## config.mk

```make
export PLATFORM = sky130hd
export DESIGN_NAME = led_pattern_engine
export DESIGN_NICKNAME = d
export VERILOG_FILES = /design/src/rtl/led_pattern_engine.sv
export SDC_FILE = /design/constraint.sdc
export NUM_CORES = 1
export LEC_CHECK = 0
export ABC_AREA = 1
export BUFFER_PORTS_ARGS = -buffer_cell sky130_fd_sc_hd__clkbuf_2
export CORE_MARGIN = 2
export CORE_UTILIZATION = 45
export CTS_CLUSTER_DIAMETER = 60
export DETAILED_ROUTE_END_ITERATION = 7
export SYNTH_ARGS = -nofsm -noshare
export SYNTH_HDL_FRONTEND = slang
export SYNTH_SLANG_ARGS = --single-unit
```

## constraint.sdc

```tcl
create_clock -name clk_50M -period 3.1 [get_ports clk_50M]
set_input_delay 0.465 -clock clk_50M [delete_from_list [all_inputs] [get_ports clk_50M]]
set_output_delay 0.465 -clock clk_50M [all_outputs]
set_load 0.02 [all_outputs]
```

## src/rtl/led_pattern_engine.sv

```systemverilog
// Multi-mode LED pattern generator: bounce, wrap, fill/drain and blink over an N-wide LED bank.
// Define LED_PATTERN_BLINK_EN to build mode 3 as blink; otherwise mode 3 aliases bounce.
module led_pattern_engine #(
    parameter int unsigned N_LEDS   = 7,
    parameter int unsigned TICK_DIV = 25000000
) (
    input  logic              clk_50M,
    input  logic              rst,
    input  logic              enable,
    input  logic [1:0]        mode,
    input  logic [1:0]        speed,
    output logic [N_LEDS-1:0] leds,
    output logic              step
);
    localparam int unsigned PreW = $clog2(TICK_DIV);
    localparam int unsigned PosW = $clog2(N_LEDS + 1);
    localparam logic [N_LEDS:0] LsbOne = {{N_LEDS{1'b0}}, 1'b1};

    typedef enum logic [1:0] {ModeBounce, ModeWrap, ModeFill, ModeBlink} mode_e;

    logic [PreW-1:0]   pre_q, pre_d;
    logic [2:0]        sdiv_q, sdiv_d, sdiv_inc, spd_mask;
    logic [PosW-1:0]   pos_q, pos_d, top;
    logic              dir_q, dir_d;
    logic [1:0]        mode_q;
    mode_e             eff_mode;
    logic              tick, adv, restart;
    logic [N_LEDS:0]   onehot, fill_mask;
    logic [N_LEDS-1:0] leds_d;
    logic              step_d;
`ifdef LED_PATTERN_BLINK_EN
    logic              ph_q, ph_d;
`endif

    always_comb begin
        tick     = (pre_q == PreW'(TICK_DIV - 1));
        sdiv_inc = sdiv_q + 3'd1;
        case (speed)
            2'd0:    spd_mask = 3'b000;
            2'd1:    spd_mask = 3'b001;
            2'd2:    spd_mask = 3'b011;
            default: spd_mask = 3'b111;
        endcase
        // Post-increment count, so the first advance after a restart lands 2^speed ticks in.
        adv     = tick && ((sdiv_inc & spd_mask) == 3'd0);
        restart = (mode != mode_q);

        eff_mode = mode_e'(mode);
`ifndef LED_PATTERN_BLINK_EN
        if (eff_mode == ModeBlink) eff_mode = ModeBounce;
`endif
        top = (eff_mode == ModeFill) ? PosW'(N_LEDS) : PosW'(N_LEDS - 1);

        pre_d  = tick ? '0 : pre_q + PreW'(1);
        sdiv_d = tick ? sdiv_inc : sdiv_q;
        pos_d  = pos_q;
        dir_d  = dir_q;
        step_d = 1'b0;
`ifdef LED_PATTERN_BLINK_EN
        ph_d   = ph_q;
`endif

        if (!enable || restart) begin
            pre_d  = '0;
            sdiv_d = '0;
            pos_d  = '0;
            dir_d  = 1'b0;
`ifdef LED_PATTERN_BLINK_EN
            ph_d   = 1'b0;
`endif
        end else if (adv) begin
            step_d = 1'b1;
            case (eff_mode)
                ModeWrap: pos_d = (pos_q == top) ? '0 : pos_q + PosW'(1);
`ifdef LED_PATTERN_BLINK_EN
                ModeBlink: ph_d = ~ph_q;
`endif
                default: begin
                    // Bounce and fill share the endpoint-once sweep, differing only in top.
                    if (!dir_q) begin
                        if (pos_q == top) begin
                            pos_d = top - PosW'(1);
                            dir_d = 1'b1;
                        end else begin
                            pos_d = pos_q + PosW'(1);
                        end
                    end else begin
                        if (pos_q == '0) begin
                            pos_d = PosW'(1);
                            dir_d = 1'b0;
                        end else begin
                            pos_d = pos_q - PosW'(1);
                        end
                    end
                end
            endcase
        end

        onehot    = LsbOne << pos_d;
        fill_mask = onehot - LsbOne;
        leds_d    = '0;
        if (enable) begin
            case (eff_mode)
                ModeFill: leds_d = fill_mask[N_LEDS-1:0];
`ifdef LED_PATTERN_BLINK_EN
                ModeBlink: leds_d = {N_LEDS{ph_d}};
`endif
                default: leds_d = onehot[N_LEDS-1:0];
            endcase
        end
    end

    always_ff @(posedge clk_50M or posedge rst) begin
        if (rst) begin
            pre_q  <= '0;
            sdiv_q <= '0;
            pos_q  <= '0;
            dir_q  <= 1'b0;
            mode_q <= 2'd0;
            leds   <= '0;
            step   <= 1'b0;
`ifdef LED_PATTERN_BLINK_EN
            ph_q   <= 1'b0;
`endif
        end else begin
            pre_q  <= pre_d;
            sdiv_q <= sdiv_d;
            pos_q  <= pos_d;
            dir_q  <= dir_d;
            mode_q <= mode;
            leds   <= leds_d;
            step   <= step_d;
`ifdef LED_PATTERN_BLINK_EN
            ph_q   <= ph_d;
`endif
        end
    end
endmodule

```

==> metrics <==
FMAX=slightly below 400 MHz; max-slew violations=0; via/cell ratio=4.955; Post-Synthesis Cells=about 330; gr busiest metal=met2; PD cells=roughly 360 nW/um^2; DRT Pass-1 Iters=4; nets=about 370; Final Cycle Share=81.14%; CTS tree=built; root buf cell=clkbuf_8; EDFF count, synth=0; Flop pwr share=56.3%; WS Path Type=reg2reg; hold crit path type=in2async; largest net degree at the start of global routing=27; Final Hold Fails=0; Util after Layout=50.82%; dpl ws=about 600 ps; post-CTS setup buffer count=0; vias in the first global route=around 2,000; top cell type's share of synthesized area=a little over two fifths; Synth Area in XOR/XNOR=roughly 1.7%; PostCTS Resize Cnt=0; antenna cells=0; setup violators final=0; met3 usage=under 10%; ys flop type=dfrtp_1; Total Negative Setup Slacks=0 ps; Req. time, crit path=around 3300 ps; CP max FO=4; total power=slightly below 1 mW; post-synthesis simple-gate area fraction=37.18%; grt met2 use=27.69%; delay-heaviest family, CP=simple AND/OR/NAND/NOR gates; crit path capture type=register; initial antenna violation count=0; vias=about 2,100; Syn Area/Cell=about 7.6 um^2; multiplexer share of the synthesized area=0%; clk sink count=42; Yosys Warn Count=0; status=finished clean; Skew-Pair Late Insertion Delay=~300 ps; DP HPWL=between 3000 and 4000 um; DRT iter0 DRCs=~100; die height=approximately 79 um; RSZ-0062 raised after global routing=false; placed insts=between 400 and 500; CP startpoint=sdiv_q[0]$_DFFE_PP0P_; Top Ports=15; commonest cells in the netlist=74 x nand2_1, 45 x nor2_1, 42 x dfrtp_1; dpl cell area=2673 um^2; Port Buffers=14; Int Power=around 740 uW; cell area after layout=2764 um^2; CP peak stage delay=420 ps; cell taking the most area after synthesis=dfrtp_1; Crit path arrival time=roughly 2700 ps; clk_skew=10.99 ps; total CTS buffers=5; clk slew on worst S/H paths=roughly 90 ps; Synth Area in Compound Gates=8.383%; Final ANT Viol Nets=0; worst r2r src=sdiv_q[0]$_DFFE_PP0P_; Comb pwr share=5.6%; top-count cell post-synth=nand2_1; core region area=between 5000 and 6000 um^2; non-filler instance count after layout=approximately 430; Die Span X=between 70 and 80 um; GRT Total Usage=between 10% and 20%; post-synthesis adder-cell area fraction=around 3.5%; Clk pwr share=38.1%; ranking of synthesized cells by area=dfrtp_1 42%, nand2_1 11%, nor2_1 6.7%; first-pass GRT wire length=slightly below 9000 um; GPL Wtd Cong=0.8892; Max clock buf depth=2; CP dominant cell by count=nand3_1; initial core utilization=46.10%; sw power=between 200 and 250 uW; Area Growth Syn to Fin=10.23%; H-tree depth=2; MaxCap Viol Count=0; P_leak=roughly 1.2 nW; minimum clock period=about 2500 ps; syn_nets=around 350; mapped cell area=between 2000 and 3000 um^2; total gr overflow=0; Switching Fraction=between 20% and 30%; Slew @ Worst Pin=approximately 950 ps; Async SR Flop Fraction=between 90% and 100%; ratio of cells with drive above 1 in the final layout=16.38%; synth unique cells=32; largest family of logic cells by synthesized area=simple AND/OR/NAND/NOR gates; CP cell instances=ha_1 > nand2_1 > o21ai_0 > nor2_1 > nand3_1 > nand3_2 > inv_1 > nor2_4 > nand3_1 > ha_1 > nand2_1 > inv_1 > nand3_1 > nand3_1 > nor2_1; num rows=27; Min Hold Slack=about 230 ps; post-synthesis sequential area ratio=between 40% and 50%; setup slack after layout=584.6 ps; synthesized flop and latch total=42; Slew HR=36.02%; DRC viols=0; CP startpoint kind=register; peak supply drop=between 0.2 and 0.25 mV; GR Layer Usage met1=between 20 and 25%; Slowest-stage cell, CP=dfrtp_1; routed length per instance=around 12 um; Bufs and invs on worst path=2; CTS Hold Bufs=0; Die ar.=6185 um^2; drt total wl=between 5000 and 6000 um
[logic make-up (layout without fill, tap and decap cells)]
kind of cell,Yosys count,in the layout
AO/OA/AOI/OAI,37,37
XOR/XNOR,5,5
adder cells (fa/ha/maj),7,7
buffers and inverters,48,70
flip-flops,42,42
AND/OR/NAND/NOR,193,193
[power by group through the flow]
| stage | Clock (mW) | Combinational (mW) | Sequential (mW) |
|---|---|---|---|
| after floorplan | 0 | 0.0346 | 0.565 |
| after global placement | 0 | 0.0560 | 0.563 |
| after detailed placement | 0 | 0.0559 | 0.564 |
| after CTS | 0.394 | 0.0561 | 0.553 |
| after global routing | 0.418 | 0.0639 | 0.553 |
| final | 0.374 | 0.0548 | 0.553 |
[sequential cells by signal, indices dropped and copies added, names as in the netlist]
signal  cells
dir_q       1
leds        7
mode_q      2
pos_q       3
pre_q      25
sdiv_q      3
step        1
[metal layers]
layer,up-vias,share of wire [%]
met3,8,3.6
met2,50,43
met5,-,0
li1,1106,-
met4,0,1.9
met1,947,52
[cell usage in the layout, fill, tap and decap left out]
master	n
nand4_2	1
o21ai_0	12
nand4_4	1
o211ai_1	1
inv_2	10
a31oi_1	2
nor2_2	5
nor2_4	7
clkinv_1	1
and3_1	2
clkinv_2	1
nand2_1	74
nor3_1	10
nand4_1	5
inv_1	35
or2_1	1
nand2_2	8
buf_4	2
nor3b_1	1
ha_1	7
clkbuf_2	14
or2_0	1
dfrtp_1	42
xnor2_1	2
o21a_1	3
nand3b_1	2
o21ai_4	1
a21oi_1	16
nor4_1	2
nand3_1	26
nand3_2	2
clkbuf_8	6
xor2_1	3
clkbuf_1	1
o21ai_1	1
o22ai_1	1
nor2_1	45
[area by class of cell]
type | instances | area [um^2]
clock buffer | 7 | 86.33
clock inverter | 1 | 5.005
fill | 549 | 2675
inverter | 46 | 172.7
multi-input combinational | 242 | 1274
sequential | 42 | 1051
tap | 72 | 90.09
timing repair buffer | 16 | 85.08
[worst paths after layout]
check | slack, ps | end | cells past startpoint
min | 230 | mode_q[0]$_DFF_PP0_ | 2
min reg2reg | 460 | pre_q[0]$_DFF_PP0_ | 1
min in group clk_50M | 320 | mode_q[0]$_DFF_PP0_ | 1
max reg2reg | 580 | leds[6]$_DFF_PP0_ | 15
max in group asynchronous | 2170 | pos_q[1]$_DFF_PP0_ | 3
max | 580 | leds[6]$_DFF_PP0_ | 15
Power figures use the tool's default switching activity.
